## config.mk

```make
export PLATFORM = sky130hd
export DESIGN_NAME = imem_loader
export DESIGN_NICKNAME = d
export VERILOG_FILES = /design/src/rtl/loader_pkg.sv /design/src/rtl/imem_loader.sv
export SDC_FILE = /design/constraint.sdc
export NUM_CORES = 1
export LEC_CHECK = 0
export BUFFER_PORTS_ARGS = -buffer_cell sky130_fd_sc_hd__buf_4
export CORE_MARGIN = 1.5
export CORE_UTILIZATION = 50
export DETAILED_ROUTE_END_ITERATION = 8
export MAX_ROUTING_LAYER = met4
export PLACE_DENSITY = 0.75
export SYNTH_ARGS = -nofsm -noshare
export SYNTH_HDL_FRONTEND = slang
export SYNTH_SLANG_ARGS = --single-unit
export TNS_END_PERCENT = 100
```

## constraint.sdc

```tcl
create_clock -name clk -period 2 [get_ports clk]
set_input_delay 0.1 -clock clk [delete_from_list [all_inputs] [get_ports clk]]
set_output_delay 0.1 -clock clk [all_outputs]
set_load 0.1 [all_outputs]
```

## src/rtl/loader_pkg.sv

```systemverilog
// Shared definitions for the instruction-memory loader, CPU and instruction RAM.
package loader_pkg;

    localparam int unsigned LOADER_ADDR_W = 8;
    localparam int unsigned LOADER_DATA_W = 8;
    localparam logic [7:0]  LOADER_SYNC_BYTE = 8'hA5;

    typedef enum logic [2:0] {
        ST_IDLE,
        ST_LEN,
        ST_DATA,
        ST_CSUM,
        ST_DONE,
        ST_ERR
    } state_e;

endpackage

```

## src/rtl/imem_loader.sv

```systemverilog
// Framed byte-stream loader: writes program bytes into instruction RAM and
// holds the CPU in reset until a frame with a good XOR checksum has landed.
module imem_loader
    import loader_pkg::*;
#(
    parameter int unsigned          ADDR_W    = LOADER_ADDR_W,
    parameter int unsigned          DATA_W    = LOADER_DATA_W,
    parameter logic [DATA_W-1:0]    SYNC_BYTE = DATA_W'(LOADER_SYNC_BYTE)
) (
    input  logic              clk,
    input  logic              reset,
    input  logic              start,
    input  logic              in_valid,
    input  logic [DATA_W-1:0] in_data,
    output logic              in_ready,
    output logic              mem_we,
    output logic [ADDR_W-1:0] mem_addr,
    output logic [DATA_W-1:0] mem_wdata,
    output logic              cpu_reset,
    output logic              busy,
    output logic              done,
    output logic              err,
    output logic [ADDR_W-1:0] prog_len
);

    state_e              state_q, state_d;
    logic [ADDR_W-1:0]   counter_q, counter_d;
    logic [DATA_W-1:0]   csum_q, csum_d;
    logic [ADDR_W-1:0]   prog_len_q, prog_len_d;
    logic                mem_we_q, mem_we_d;
    logic [ADDR_W-1:0]   mem_addr_q, mem_addr_d;
    logic [DATA_W-1:0]   mem_wdata_q, mem_wdata_d;
    logic                in_ready_q, in_ready_d;
    logic                cpu_reset_q, cpu_reset_d;
    logic                busy_q, busy_d;
    logic                done_q, done_d;
    logic                err_q, err_d;
    logic                accept;

    assign accept = in_valid && in_ready_q;

    // Next-state, datapath updates and registered-output decode of the next state.
    always_comb begin
        state_d     = state_q;
        counter_d   = counter_q;
        csum_d      = csum_q;
        prog_len_d  = prog_len_q;
        mem_we_d    = 1'b0;
        mem_addr_d  = mem_addr_q;
        mem_wdata_d = mem_wdata_q;

        unique case (state_q)
            ST_IDLE: begin
                if (accept && (in_data == SYNC_BYTE)) begin
                    state_d = ST_LEN;
                end
            end
            ST_LEN: begin
                if (accept) begin
                    if (in_data == '0) begin
                        state_d = ST_ERR;
                    end else begin
                        prog_len_d = ADDR_W'(in_data);
                        counter_d  = '0;
                        csum_d     = '0;
                        mem_addr_d = '0;
                        state_d    = ST_DATA;
                    end
                end
            end
            ST_DATA: begin
                if (accept) begin
                    mem_we_d    = 1'b1;
                    mem_addr_d  = counter_q;
                    mem_wdata_d = in_data;
                    csum_d      = csum_q ^ in_data;
                    counter_d   = counter_q + ADDR_W'(1);
                    if (counter_q == (prog_len_q - ADDR_W'(1))) begin
                        state_d = ST_CSUM;
                    end
                end
            end
            ST_CSUM: begin
                if (accept) begin
                    state_d = (in_data == csum_q) ? ST_DONE : ST_ERR;
                end
            end
            ST_DONE, ST_ERR: begin
                if (start) begin
                    state_d = ST_IDLE;
                end
            end
            default: state_d = ST_IDLE;
        endcase

        in_ready_d  = (state_d != ST_DONE) && (state_d != ST_ERR);
        busy_d      = (state_d == ST_LEN) || (state_d == ST_DATA) || (state_d == ST_CSUM);
        done_d      = (state_d == ST_DONE);
        err_d       = (state_d == ST_ERR);
        cpu_reset_d = (state_d != ST_DONE);
    end

    // State and output registers; async active-low reset.
    always_ff @(posedge clk or negedge reset) begin
        if (!reset) begin
            state_q     <= ST_IDLE;
            counter_q   <= '0;
            csum_q      <= '0;
            prog_len_q  <= '0;
            mem_we_q    <= 1'b0;
            mem_addr_q  <= '0;
            mem_wdata_q <= '0;
            in_ready_q  <= 1'b1;
            cpu_reset_q <= 1'b1;
            busy_q      <= 1'b0;
            done_q      <= 1'b0;
            err_q       <= 1'b0;
        end else begin
            state_q     <= state_d;
            counter_q   <= counter_d;
            csum_q      <= csum_d;
            prog_len_q  <= prog_len_d;
            mem_we_q    <= mem_we_d;
            mem_addr_q  <= mem_addr_d;
            mem_wdata_q <= mem_wdata_d;
            in_ready_q  <= in_ready_d;
            cpu_reset_q <= cpu_reset_d;
            busy_q      <= busy_d;
            done_q      <= done_d;
            err_q       <= err_d;
        end
    end

    assign in_ready  = in_ready_q;
    assign mem_we    = mem_we_q;
    assign mem_addr  = mem_addr_q;
    assign mem_wdata = mem_wdata_q;
    assign cpu_reset = cpu_reset_q;
    assign busy      = busy_q;
    assign done      = done_q;
    assign err       = err_q;
    assign prog_len  = prog_len_q;

endmodule

```

==> Yosys cells after proc, flatten, opt, wreduce, memory -nomap -nowiden <==
Cells that the tools add are included.
{ "word_totals": {"regBits": 49, "latch_bits": 0, "n_memories": 0, "mem_bits_ro": 0, "ram_bits": 0, "input_bits": 12, "elab_cells": 65} }
{ "op_classes": {"multipliers": 0, "n_eq_ne": 18, "div_mod_pow": 0, "n_bitwise": 2, "shifts": 0, "n_addsub": 2, "mux": 19, "reduce_logical": 12, "order_cmp": 0} }
{ "ops": {"columns": ["operator", "count"], "rows": [
  ["$pmux W8 S2", 3],
  ["$mux W8", 5],
  ["$mux W3", 7],
  ["$eq A8 B8 Y1", 2],
  ["$pmux W3 S5", 1],
  ["$eq A3 B2 Y1 const B", 4],
  ["$eq A3 B3 Y1 const B", 4],
  ["$add A8 B1 Y8 const B", 1],
  ["$eq A8 B8 Y1 const B", 1],
  ["$logic_not A8 Y1", 1],
  ["$sub A8 B1 Y8 const B", 1],
  ["$xor A8 B8 Y8", 1],
  ["$eq A3 B1 Y1 const B", 2],
  ["$ne A2 B2 Y1 const B", 3],
  ["$ne A3 B3 Y1 const B", 2],
  ["$reduce_and A4 Y1", 1],
  ["$logic_and A1 B1 Y1", 3],
  ["$logic_not A3 Y1", 1],
  ["$mux W1", 3],
  ["$reduce_and A3 Y1", 1],
  ["$logic_or A1 B1 Y1", 2],
  ["$reduce_and A2 Y1", 1],
  ["$reduce_bool A2 Y1", 1],
  ["$reduce_or A2 Y1", 1],
  ["$not A1 Y1", 1]
]} }

==> Longest topological paths before layout <==
{ "logic_depth": {"depth_word": 8, "ltp_mapped": 8, "depth_no_buf": 7} }

==> Worst setup path before layout <==
OpenSTA, ideal clock, no wires.
{ "synth_timing": {"path_kind": "reg2reg", "from": "register prog_len_q[0], in the netlist prog_len[0]", "to": "register done_q, in the netlist done", "arrival_ns": 2.355, "path_stages_with_launch": 8, "path_slack_ns": -0.474, "period_less_slack_ns": 2.474, "path_cell_list": "dfrtp_1 inv_1 ha_1 or3b_2 nor4_1 o2111ai_1 a211o_1 and3_1"} }
{ "synth_via": {"elab_chain_cells": 6} }
{ "synth_lines": {"columns": ["element", "line", "rtl"], "rows": [
  ["start: declaration", "imem_loader.sv:29", "logic [ADDR_W-1:0] prog_len_q, prog_len_d;"],
  ["start signal: assignment", "imem_loader.sv:122", "prog_len_q <= prog_len_d;"],
  ["$sub A8 B1 Y8", "imem_loader.sv:78", "if (counter_q == (prog_len_q - ADDR_W'(1))) begin"],
  ["$eq A8 B8 Y1", "imem_loader.sv:78", null],
  ["$mux W3", "imem_loader.sv:78", null],
  ["$mux W3", "imem_loader.sv:72", "if (accept) begin"],
  ["$pmux W3 S5", "imem_loader.sv:52", "unique case (state_q)"],
  ["$eq A3 B3 Y1", "imem_loader.sv:98", "done_d = (state_d == ST_DONE);"],
  ["via done_d", "imem_loader.sv:36", "logic done_q, done_d;"],
  ["end signal: assignment", "imem_loader.sv:129", "done_q <= done_d;"],
  ["end: declaration", "imem_loader.sv:36", null]
]} }
The timed path passes the listed nets, and every way through them passes these cells.
A chain may end at the register's enable or synchronous reset.

==> Final worst setup path <==
{ "layout_timing": {"from": "register prog_len_q[1], in the netlist prog_len[1]", "to": "register done_q, in the netlist done"} }
The elaborated chain is that of the path after synthesis.

==> results_dict.tcl <==
set metrics [dict create \
    relSlewSlack 0.594 \
    antenna_left 0 \
    final_util 0.654 \
    syn_nets 270 \
    pwr-share-comb 0.587 \
    hold_viol_final 0 \
    switching_share 0.531 \
    cts_made_buffers 5 \
    die_x_um 72.9 \
    synth.most_common_cell "nand2_1" \
    first_pass_iters 4 \
    hold_start "in_data[4]" \
    avgSynthCellArea_um2 9.54 \
    layout.nets 329 \
    yosys.area.top_type "dfrtp_1" \
    viasPerCell 5.29 \
    first_iter_violations 132 \
    p_per_area_nw_per_um2 1740 \
    die_area_um2 5310 \
    cts_max_level 2 \
    cts_root_buffer "clkbuf_8" \
    p_leak_nw 1.43 \
    cp_max_fo 4 \
    synth_flop_cell "dfrtp_1" \
    drive_gt1_frac 0.307 \
    ir_drop_mv 1.02 \
    rsz0062_at_grt "true" \
    worstSetupEndpointType "flip-flop" \
    slew_violations 0 \
    cp-start-kind "flip-flop" \
    die_h_um 72.9 \
    clk_pin_slew_ns 0.08 \
    synth_top_area_frac 0.482 \
    cp_data_required_time_ns 2.19 \
    synth-edff-count 0 \
    clk_path_buf_depth 2 \
    grt_max_degree 50 \
    synth.distinct_cells 49 \
    grtUsageMet2 0.375 \
    violations "negative setup slack" \
    crit_arrival_ns 2.23 \
    place_ws_ns -0.0419 \
    dp_hpwl_um 3900 \
    layout_setup_ws_ns -0.0430 \
    synth_cells 256 \
    fin_skew_ns 0.00504 \
    worstSkewPairLatency_ns 0.30 \
    pwr-share-seq 0.304 \
    p_clk_frac 0.109 \
    core.rowCount 25 \
    wl_per_cell_um 14.1 \
    fin_area_um2 3090 \
    crit_type "reg2reg" \
    dpl_cell_area_um2 2980 \
    hp-class "in2reg" \
    top_usage_layer "met2" \
    overflow 0 \
    insertedDiodeCount 0 \
    ys_ff_latch 49 \
    min_period_over_period 1.02 \
    fin_crit_ns 2.04 \
    areaGrowthSynthToFinish_pct 26.5 \
    run_status "finished, violations left" \
    reg2reg_slack_ns -0.04 \
    finalSetupViolCount 2 \
    cts_tree "done" \
    p_sw_mw 2.85 \
    min_delay_path_depth 3 \
    fmax_ghz 0.489 \
    reg2reg_from "prog_len[1]" \
    postSynth.asyncResetShare 1.00 \
    routed_wl_um 5380 \
    ios 42 \
    r2r_end "done" \
    cap_violations 0 \
    place.gp.congestion 0.862 \
    grt_usage 0.231 \
    cts_num_sinks 49 \
    start_util 0.517 \
    grt_pass1_wl_um 9030 \
    netlist_area_um2 2440 \
    antenna_found_initial 0 \
    ys_seq_area_frac 0.503 \
    vias 2025 \
    synth_common_cells "52 x nand2_1, 47 x dfrtp_1, 30 x o21ai_0, 16 x nor2_1" \
    hold_end "mem_wdata[4]" \
    nFillCells 396 \
    power_mw 5.37 \
    p_int_mw 2.52 \
    port-buffer-count 41 \
    ys_warn_count 0 \
    met1_usage 0.298 \
    grt_pass1_vias 1909 \
    tightest_slew_ns 0.609 \
    synthTopCellsByArea "dfrtp_1 48%, nand2_1 8.0%, o21ai_0 6.1%, xor2_1 3.6%, mux2_2 2.8%" \
    coreArea_um2 4720 \
    use_met3 0.0414 \
    drc_errors 0 \
    r2r_cells 7 \
]
[through the flow]
stage | TNS (ns) | instances | hold slack (ns)
global placement | -0.0159 | 373 | 0.153
finish | -0.0441 | 383 | 0.0528
floorplan | -0.301 | 256 | -0.196
global route | -0.480 | 383 | 0.0614
CTS | -0.0585 | 383 | 0.0474
detailed placement | -0.0419 | 373 | 0.153
[per-layer routing]
layer	wire (um)	share of wire
met5	0	0
met4	55	0.010
met3	179	0.033
met2	2770	0.52
met1	2380	0.44
[how the worst max path moves through the flow]
stage / startpoint / endpoint
4_1_cts: prog_len[1] / done
6_report: prog_len[1] / done
5_1_grt: prog_len[1] / done
2_1_floorplan: prog_len[1] / done
3_5_place_dp: prog_len[1] / done
3_3_place_gp: prog_len[1] / done
[power groups by stage]
stage	Clock (mW)	Sequential (mW)	Combinational, mW
after floorplan	0	3.02	0.962
after global placement	0	1.64	3.11
after detailed placement	0	1.65	3.14
after CTS	0.606	1.63	3.16
after global routing	0.651	1.68	3.36
final	0.586	1.63	3.15
[state kept, by name (all words and copies together) (netlist names)]
register and count:
mem_we 1, busy 1, mem_wdata 8, mem_addr 8, prog_len 8, counter_q 8, cpu_reset 1, done 1
in_ready 1, state_q 3, err 1, csum_q 8
[final cells by class]
| cell class | instances | area [um^2] | area share |
|---|---|---|---|
| multi-input cells | 188 | 1150 | 0.373 |
| repair buffers | 65 | 490 | 0.159 |
| flip-flops and latches | 49 | 1240 | 0.403 |
| clock buffers | 8 | 90.1 | 0.0291 |
| inverters | 6 | 27.5 | 0.00891 |
| well taps | 67 | 83.8 | 0.0271 |
[cells by family (layout without fill, tap and decap cells)]
logic type	Yosys count	after routing	synth area share
XOR/XNOR	16	16	0.0574
flip-flops	49	49	0.503
AO/OA/AOI/OAI	55	55	0.138
multiplexers	7	7	0.0318
buffers and inverters	19	79	0.0348
AND/OR/NAND/NOR	108	108	0.225
adder cells (fa/ha/maj)	2	2	0.0102
[worst max-delay path: stages, from the launching register on]
cell	delay [ns]
dfrtp_4	0.50
inv_4	0.07
ha_4	0.12
or3b_4	0.37
nor4_2	0.26
o2111ai_1	0.15
a211o_1	0.30
and3_1	0.16
[timing repair]
item                                   in CTS  in global routing
endpoints found under the hold margin      47                  0
setup endpoints to repair                   2                  4
gates resized for setup                     0                  1
setup buffers                               1                  0
hold buffers                                1                  0
[placed cells by master (no fill, tap or decap), drive strengths merged, types with 3 or more instances in the layout]
cell type,count
or4,4
xor2,10
buf,64
nor2,16
a21oi,10
dfrtp,47
nand2b,3
mux2,6
nor4,6
clkbuf,8
xnor2,6
inv,6
or3,3
or3b,3
nand3,6
nand2,52
o21ai,32
Power figures use the tool's default switching activity.
